## config.mk

```make
export PLATFORM = sky130hd
export DESIGN_NAME = ssr_photon_decider
export DESIGN_NICKNAME = d
export VERILOG_FILES = /design/src/rtl/ssr_photon_decider.sv
export SDC_FILE = /design/constraint.sdc
export NUM_CORES = 1
export LEC_CHECK = 0
export ABC_AREA = 1
export BUFFER_PORTS_ARGS = -buffer_cell sky130_fd_sc_hd__buf_4
export CORE_MARGIN = 2
export CORE_UTILIZATION = 57
export DETAILED_ROUTE_END_ITERATION = 8
export GPL_TIMING_DRIVEN = 0
export HOLD_SLACK_MARGIN = 0.12
export PLACE_DENSITY_LB_ADDON = 0.08
export SLEW_MARGIN = 20
export SYNTH_ARGS = -nofsm -noshare
export SYNTH_HDL_FRONTEND = slang
export SYNTH_SLANG_ARGS = --single-unit
```

## constraint.sdc

```tcl
create_clock -name clock -period 3.56 [get_ports clock]
set_clock_uncertainty 0.1 [all_clocks]
set_input_delay 0.534 -clock clock [delete_from_list [all_inputs] [get_ports clock]]
set_output_delay 0.534 -clock clock [all_outputs]
set_load 0.1 [all_outputs]
```

## src/rtl/ssr_photon_decider.sv

```systemverilog
// Single-shot-readout decision stage: bins synchronized photon edges by swap level
// across SSR repetitions, then registers a thresholded flip decision for the serializer.
module ssr_photon_decider #(
  parameter int CNT_W       = 16,
  parameter int REP_W       = 16,
  parameter int SYNC_STAGES = 2
) (
  input  logic             clock,
  input  logic             reset,
  input  logic             photons,
  input  logic             swap,
  input  logic             ssr,
  input  logic             readout,
  input  logic [CNT_W-1:0] threshold,
  input  logic [CNT_W-1:0] min_total,
  input  logic [REP_W-1:0] rep_target,
  output logic             flip,
  output logic             decision_valid,
  output logic [CNT_W-1:0] count_left,
  output logic [CNT_W-1:0] count_right,
  output logic [REP_W-1:0] rep_count,
  output logic             busy,
  output logic             overflow
);

  localparam int NUM_IN = 4;
  localparam logic [CNT_W-1:0] CNT_MAX = '1;
  localparam logic [REP_W-1:0] REP_MAX = '1;

  typedef enum logic [1:0] {IDLE, ACCUM, DECIDE, CLEAR} state_t;

  logic [NUM_IN-1:0] pin_vec;
  logic [NUM_IN-1:0] sync_s;
  logic [NUM_IN-1:0] prev_reg;

  assign pin_vec = {readout, ssr, swap, photons};

  // One equal-depth chain per input keeps photon and swap coherent.
  genvar gi;
  generate
    for (gi = 0; gi < NUM_IN; gi++) begin : g_sync
      logic [SYNC_STAGES-1:0] chain_reg;
      always_ff @(posedge clock) begin
        if (reset) chain_reg <= '0;
        else       chain_reg <= {chain_reg[SYNC_STAGES-2:0], pin_vec[gi]};
      end
      assign sync_s[gi] = chain_reg[SYNC_STAGES-1];
    end
  endgenerate

  logic photon_rise, swap_s, ssr_s, ssr_rise, ssr_fall, readout_rise;

  assign photon_rise  = sync_s[0] & ~prev_reg[0];
  assign swap_s       = sync_s[1];
  assign ssr_s        = sync_s[2];
  assign ssr_rise     = sync_s[2] & ~prev_reg[2];
  assign ssr_fall     = ~sync_s[2] & prev_reg[2];
  assign readout_rise = sync_s[3] & ~prev_reg[3];

  state_t           state_reg, state_next;
  logic [CNT_W-1:0] left_reg, left_next;
  logic [CNT_W-1:0] right_reg, right_next;
  logic [REP_W-1:0] rep_reg, rep_next;
  logic             ovf_reg, ovf_next;
  logic             flip_reg, flip_next;
  logic             dv_reg, busy_reg;

  logic [CNT_W:0] sum_lr;
  logic [CNT_W:0] left_plus_thr;

  // Extra bit keeps both sums exact at saturated counts.
  assign sum_lr        = {1'b0, left_reg} + {1'b0, right_reg};
  assign left_plus_thr = {1'b0, left_reg} + {1'b0, threshold};
  assign flip_next     = ({1'b0, right_reg} >= left_plus_thr) && (sum_lr >= {1'b0, min_total});

  always_comb begin
    state_next = state_reg;
    left_next  = left_reg;
    right_next = right_reg;
    rep_next   = rep_reg;
    ovf_next   = ovf_reg;
    case (state_reg)
      IDLE: begin
        if (readout_rise)  state_next = DECIDE;
        else if (ssr_rise) state_next = ACCUM;
      end
      ACCUM: begin
        if (photon_rise && ssr_s) begin
          if (swap_s) begin
            if (right_reg == CNT_MAX) ovf_next = 1'b1;
            else                      right_next = right_reg + 1'b1;
          end else begin
            if (left_reg == CNT_MAX) ovf_next = 1'b1;
            else                     left_next = left_reg + 1'b1;
          end
        end
        if (ssr_fall && rep_reg != REP_MAX) rep_next = rep_reg + 1'b1;
        if (readout_rise ||
            (ssr_fall && rep_target != '0 && rep_next != rep_reg && rep_next == rep_target))
          state_next = DECIDE;
      end
      DECIDE: state_next = CLEAR;
      CLEAR: begin
        left_next  = '0;
        right_next = '0;
        rep_next   = '0;
        ovf_next   = 1'b0;
        state_next = ssr_s ? ACCUM : IDLE;
      end
      default: state_next = IDLE;
    endcase
  end

  always_ff @(posedge clock) begin
    if (reset) begin
      prev_reg  <= '0;
      state_reg <= IDLE;
      left_reg  <= '0;
      right_reg <= '0;
      rep_reg   <= '0;
      ovf_reg   <= 1'b0;
      flip_reg  <= 1'b0;
      dv_reg    <= 1'b0;
      busy_reg  <= 1'b0;
    end else begin
      prev_reg  <= sync_s;
      state_reg <= state_next;
      left_reg  <= left_next;
      right_reg <= right_next;
      rep_reg   <= rep_next;
      ovf_reg   <= ovf_next;
      dv_reg    <= (state_reg == DECIDE);
      busy_reg  <= (state_next == ACCUM) || (state_next == DECIDE);
      if (state_reg == DECIDE) flip_reg <= flip_next;
    end
  end

  assign flip           = flip_reg;
  assign decision_valid = dv_reg;
  assign count_left     = left_reg;
  assign count_right    = right_reg;
  assign rep_count      = rep_reg;
  assign busy           = busy_reg;
  assign overflow       = ovf_reg;

endmodule

```

After elaboration in Yosys (flattened, before gate mapping) --
Index checks and enable logic that the tools add are counted.
Word-level totals: flip-flop bits (word level) 66, output and inout port bits 52
Operators by class: add/sub/neg operators 5, order comparisons 2, equality and inequality tests 17, mux-type cells 21, bitwise logic cells 8, reductions and logical operators 14
Operators by type and width (number):
- 16-bit 2-to-1 mux | 8
- 16-bit one-hot mux with 2 select lines | 3
- 16-bit by 1-bit adder with 16-bit output (second input constant) | 3
- 16-bit by 16-bit adder with 17-bit output | 2
- 16-bit == test (second input constant) | 2
- 16-bit by 17-bit >= comparator with 1-bit output | 1
- 17-bit by 16-bit >= comparator with 1-bit output | 1
- 16-bit == test | 1
- 16-bit inequality test | 1
- 16-bit inequality test (second input constant) | 1
- 16-bit nonzero test | 1
- 4-bit AND reduction | 3
- 2-bit inequality test (second input constant) | 5
- 2-bit one-hot mux with 4 select lines | 1
- 2-bit == test (second input constant) | 3
- 1-bit logical AND | 6
- 2-bit 2-to-1 mux | 3
- 3-bit inequality test (second input constant) | 2
- 1-bit 2-to-1 mux | 5
- 1-bit bitwise AND | 4
- 2-bit by 1-bit == test with 1-bit output (second input constant) | 2
- 1-bit NOT | 4
- 2-bit logical NOT | 1
- 1-bit logical OR | 2
- other kinds (2) | 2

Logic depth before layout (Yosys ltp) --
Gate-level depths: netlist (run 1).
word-level depth 13, gate-level depth with buffers 22

Worst setup path after synthesis (run 1) --
OpenSTA, ideal clock, no wires.
path kind reg-to-reg, from register left_reg[1] (netlist: count_left[1]), to register flip_reg (netlist: flip), setup time 0.070 ns, data arrival time 3.812 ns, required time 3.390 ns, setup slack -0.422 ns, cell stages (with the launch flop) 17, path buffers 0, period minus slack after synthesis 3.982 ns, cells stage by stage dfxtp_1 inv_1 fa_1 o211ai_1 nand2_1 o211ai_1 a31oi_1 o21ai_0 a31oi_1 xor2_1 ha_1 nand4_1 nor4_1 a21oi_1 nand3_1 nand3_1 a21oi_1
On the way: cells in the longest elaborated chain, start to end 3, elaborated cells between the ends (all ways) 5
Ends and longest elaborated chain:
- start: declaration | RTL line 61 | logic [CNT_W-1:0] left_reg, left_next;
- start signal: assignment | RTL line 128 | left_reg <= left_next;
- 16-bit by 16-bit adder with 17-bit output, on equally long branches | RTL line 73, 72
- 16-bit by 17-bit >= comparator with 1-bit output or 17-bit by 16-bit >= comparator with 1-bit output (tied branches) | RTL line 74 | assign flip_next = ({1'b0, right_reg} >= left_plus_thr) && (sum_lr >= {1'b0, min_total});
- 1-bit logical AND (*) | RTL line 74
- end signal: assignment | RTL line 134 | if (state_reg == DECIDE) flip_reg <= flip_next;
- end: declaration | RTL line 65 | logic flip_reg, flip_next;
Every way passes the cells marked *; elsewhere a longest branch is shown, timed or not. A chain may end at the register's enable or synchronous reset.

Worst setup path in the final report (run 1) --
Ends and elaborated chain as after synthesis.

==> flow_summary.ini, run 1 <==
[worst_hold_path]
hp-class = input pin to register

[die]
initial_core_util = 0.589
die_w_um = 105
rows = 36
core_area_sq_um = 9820
die_area_sq_um = 11000
die_h_um = 105
ioPinCount = 106

[route]
dr.pass1.iters = 5
drtIter0Drc = 401
wl_per_cell_um = 13.7
drc = 0
vias_per_cell = 5.42
vias = 6197
ant_nets = 0
routed_wl_um = 15700

[timing]
finalHoldViolCount = 0
fmax_ghz = 0.289
fin_setup_tns_ns = 0
rsz0062_at_grt = yes
slew_viol_final = 0
period_minus_slack_ns = 3.46
worstMarginPinSlew_ns = 0.645
fin_crit_sh = 0.973
worst_slack_ns = 0.0969
slew_headroom = 0.568
setup_violations = 0

[grt]
track_usage = 0.283
met2_usage = 0.423
grt_pass1_wl_um = 25300
use_met1 = 0.420
grt_max_degree = 15
antenna_found_initial = 0
use_met3 = 0.0443
grt_pass1_vias = 5371
grt_overflow = 0
grt_busiest_layer = met2

[placement]
gp_congestion = 0.959
portBuffers = 105
place_inst = 1124
place_area_sq_um = 6760
hpwl_um = 12500
place_ws_ns = -0.235

[synth]
synth_top_cell_area_share = 0.225
synth_cell_types = 44
synth_seq_cells = 65
syn_nets = 1009
synthAdderAreaFrac = 0.152
synthSimpleGateAreaFrac = 0.340
ys_seq_area_frac = 0.225
synth.most_common_cell = nand2_1
synth_xor_area_frac = 0.0515
yosysWarnings = 0
synth_top_family_by_area = simple AND/OR/NAND/NOR gates
synth_common_cells = nand2_1 (210), inv_1 (122), nor2_1 (88)
synth_compound_area_frac = 0.144
synth.area.mux_share = 0
avgSynthCellArea_sq_um = 6.52
syn_area_sq_um = 5780
netlist_instances = 886
yosysTopAreaCell = dfxtp_1
async_flop_share = 0
synth.area.top_cells = dfxtp_1 (23%), ha_1 (15%), nand2_1 (14%)
synth-edff-count = 0
ys.flop_type = dfxtp_1

[finish]
syn2layout_area_growth_pct = 22.6
diodes = 0
layout.nets = 1129
drive_gt1_frac = 0.180
post-route-util = 0.722
final_cells = 1144
finalInstanceArea_sq_um = 7090

[job]
max-cap-violations = 0

[clock_network]
clock_path_buffers = 2
root_buffer = clkbuf_8
clock_insertion_delay_worst_skew_ns = 0.37
cts_tree = yes
numCtsBuffers = 9
clk_pin_slew_ns = 0.09
h-tree-depth = 3
clock_sinks = 65

[critical_path]
worst-path-max-fanout = 6
cp-end-kind = register
required_ns = 3.76
path_buf_inv = 1
slowest_stage = fa_2
startpoint_type = register
cp_cell_sequence = inv_1 > fa_2 > o211ai_1 > nand2_1 > o211ai_1 > a31oi_2 > o21ai_2 > a31oi_1 > xor2_1 > ha_1 > nand4_1 > nor4_2 > a21oi_1 > nand3_2 > nand3_2 > a21oi_2
arrival_ns = 3.66
cpLargestDelayFamily = compound AO/OA/AOI/OAI gates
cpPeakStageDelay_ns = 0.42
crit_type = register to register

[pwr]
p_leak_uw = 0.00335
ir_worst_vdd_uv = 260
power.density_nw_per_um2 = 232

[outcome]
status = completed
logic make-up after synthesis:
family,Yosys count
compound gates,146
xor+xnor,34
fa+ha+maj,69
buf+inv,133
flops,65
simple gates,439
final cells by class:
cell class	instances	area (sq um)
Fill cell	854	2730
Sequential cell	65	1320
Buffer	9	41.3
Clock buffer	9	124
Inverter	124	465
Multi-Input combinational cell	688	4060
Timing Repair Buffer	109	818
Clock inverter	7	85.1
Tap cell	133	166
final timing paths:
kind	cells past startpoint	startpoint	slack (ns)	to
worst max-delay path	16	count_left[1]	0.1	flip
worst min-delay path	3	readout	0.26	g_sync[3].chain_reg[0]
worst max register to register	16	count_left[1]	0.1	flip
worst min register to register	2	g_sync[2].chain_reg[0]	0.31	g_sync[2].chain_reg[1]
repair_timing:
item | 4_1_cts | 5_1_grt
gates resized for setup | 4 | 21
hold buffers | 0 | 0
setup buffers | 1 | 3
endpoints found under the setup margin | 1 | 1
pin swaps | 1 | 15
layer usage:
layer	wire, um	share of wire
met5	0	0
met2	6730	0.43
met4	200	0.013
met3	1220	0.078
met1	7530	0.48
worst register-to-register path: stages (launching register included):
cell and delay [ns]:
dfxtp_4 0.40, inv_1 0.11, fa_2 0.42, o211ai_1 0.26
nand2_1 0.08, o211ai_1 0.15, a31oi_2 0.16, o21ai_2 0.20
a31oi_1 0.12, xor2_1 0.17, ha_1 0.33, nand4_1 0.13
nor4_2 0.33, a21oi_1 0.13, nand3_2 0.11, nand3_2 0.08
a21oi_2 0.13
through the flow:
stage / total power, uW / hold WS, ns
floorplan: 891 / 0.288
global placement: 977 / 0.292
detailed placement: 980 / 0.297
CTS: 1640 / 0.267
global route: 1710 / 0.266
finish: 1650 / 0.264
where the power goes:
group | leakage (uW) | switching, uW | internal (uW)
clock | 0.000107 | 339 | 338
sequential | 0.000533 | 6.80 | 734
combinational | 0.00271 | 138 | 90.6
total | 0.00335 | 484 | 1160
cell usage in the layout, fill, tap and decap left out, types with 17 or more instances in the layout:
master / netlist / final
ha_1: 67 / 66
nor2_1: 88 / 88
nand4_1: 19 / 19
nand3_1: 57 / 55
nand2_1: 210 / 210
a21oi_1: 80 / 78
o21ai_0: 32 / 26
dfxtp_1: 65 / 54
inv_1: 122 / 121
buf_4: 0 / 109
nor3_1: 18 / 17
xor2_1: 21 / 21
Power figures use the tool's default switching activity.
==> run 2, diff against run 1 <==
--- a/config.mk
+++ b/config.mk
@@ -7,6 +7,7 @@
 export LEC_CHECK = 0
 export ABC_AREA = 1
 export BUFFER_PORTS_ARGS = -buffer_cell sky130_fd_sc_hd__buf_4
+export CORE_ASPECT_RATIO = 1.75
 export CORE_MARGIN = 2
 export CORE_UTILIZATION = 57
 export DETAILED_ROUTE_END_ITERATION = 8
==> flow_summary.ini, run 2 (synthesis results as in run 1) <==
[outcome]
status = complete, but fails checks
violations = negative setup slack

[route]
routed_wl_um = 17800
vias_per_cell = 5.63
drtIter0Drc = 251
drc = 0
vias = 6411
wl_per_cell_um = 15.6
ant_nets = 0
dr.pass1.iters = 5

[critical_path]
startpoint_type = register
worst-path-max-fanout = 5
reg2reg_slack_ns = -0.01
cpPeakStageDelay_ns = 0.37
cp-end-kind = register
reg2reg_to = flip
cp_cell_sequence = ha_1 > inv_2 > fa_2 > o211ai_1 > nand2_1 > o211ai_1 > a31oi_2 > o21ai_2 > a31oi_1 > xor2_1 > ha_1 > nand4_1 > nor4_2 > a21oi_1 > nand3_1 > nand3_1 > a21oi_1
arrival_ns = 3.74
r2r_cells = 17
required_ns = 3.72
r2r-start = count_left[0]
slowest_stage = dfxtp_4
crit_type = register to register

[worst_hold_path]
hold-path-cell-count = 3
hold_path_end = g_sync[3].chain_reg[0]
holdCritStartpoint = readout
hp-class = input pin to register

[finish]
syn2layout_area_growth_pct = 23.5
layout.nets = 1131
final_common_cell = nand2_1
diodes = 0
drive_gt1_frac = 0.176
final_cell_mix = nand2_1 (210), inv_1 (121), buf_4 (111)
finalInstanceArea_sq_um = 7140

[clock_network]
root_buffer = clkbuf_16
cts_tree = yes
clock_sinks = 65
h-tree-depth = 3
clock_path_buffers = 2
clock_insertion_delay_worst_skew_ns = 0.34
clk_pin_slew_ns = 0.06
cts_hold_buffers = 0
numCtsBuffers = 9

[die]
core_area_sq_um = 9850
ioPinCount = 106
die_area_sq_um = 11000
die_w_um = 80.1
die_h_um = 137
rows = 48
initial_core_util = 0.587

[grt]
grt_max_degree = 13
grt_pass1_wl_um = 27800
grt_overflow = 0
grt_pass1_vias = 6067
track_usage = 0.329
antenna_found_initial = 0

[pwr]
seqPwrFrac = 0.398
p_leak_uw = 0.00339
p_int_uw = 1370
swShare = 0.268
p_clk_frac = 0.476
power.density_nw_per_um2 = 262
power.switching_uw = 500
combPwrFrac = 0.126
ir_worst_vdd_uv = 263

[timing]
setup_violations = 1
period_minus_slack_ns = 3.57
fin_crit_sh = 1.00
finalHoldViolCount = 0
rsz0062_at_grt = yes
slew_viol_final = 0
slew_headroom = 0.556
fmax_ghz = 0.280
worstMarginPinSlew_ns = 0.666
worst_slack_ns = -0.0126

[placement]
hpwl_um = 14100
place_ws_ns = -0.397
gp_congestion = 0.940
portBuffers = 105
place_area_sq_um = 6750

[job]
max-cap-violations = 0
[run 2: cell count changes in the layout (fill, tap and decap cells not counted), sizes merged]
cell / previous run / this run
inv: 127 / 124
buf: 111 / 113
clkinvlp: 0 / 2
clkinv: 3 / 4
[run 2: cell type report]
class | instances | area, sq um
Tap cell | 125 | 156
Multi-Input combinational cell | 688 | 4030
Clock inverter | 7 | 68.8
Buffer | 9 | 41.3
Clock buffer | 9 | 225
Inverter | 124 | 465
Fill cell | 890 | 2710
Timing Repair Buffer | 111 | 833
Sequential cell | 65 | 1320
[run 2: worst max-delay path by stage]
stage              startpoint    to
3_5_place_dp     threshold[0]  flip
4_1_cts         count_left[0]  flip
2_1_floorplan  count_right[5]  flip
5_1_grt         count_left[0]  flip
3_3_place_gp     threshold[0]  flip
6_report        count_left[0]  flip
[run 2: repair_timing]
item,CTS,global route
setup endpoints to repair,1,1
buffers inserted,1,5
pin swaps,1,8
resized for setup,10,7
[run 2: worst max-delay path: cells and delay by family, from the launching register on]
kind,cells,cell delay (ns)
compound gates,7,1.19
fa+ha+maj,3,0.84
simple gates,5,0.80
flops,1,0.37
xor+xnor,1,0.17
buf+inv,1,0.04
[run 2: per-layer routing]
layer / vias to the layer above / GRT usage / part of all wire
met1: 2913 / 0.302 / 0.34
met2: 224 / 0.626 / 0.55
li1: 3200 / - / -
met5: - / 0 / 0
met4: 0 / 0.261 / 0.077
met3: 74 / 0.0419 / 0.039
[run 2: power groups by stage]
| stage | Sequential, uW | Clock, uW | Combinational [uW] |
|---|---|---|---|
| finish | 742 | 889 | 236 |
| global route | 743 | 918 | 257 |
| CTS | 742 | 889 | 233 |
| detailed placement | 758 | 0 | 230 |
| global placement | 758 | 0 | 228 |
| floorplan | 779 | 0 | 112 |
[run 2: per-stage QoR]
step / util / hold WS [ns] / std cells / power (uW) / setup TNS (ns)
after floorplan: - / 0.288 / 886 / 891 / 0
after global placement: 0.685 / 0.292 / 1116 / 986 / -0.400
after detailed placement: 0.685 / 0.296 / 1116 / 988 / -0.397
after CTS: 0.718 / 0.299 / 1133 / 1860 / 0
after global routing: 0.725 / 0.317 / 1138 / 1920 / -0.229
final: 0.725 / 0.298 / 1138 / 1870 / -0.0126
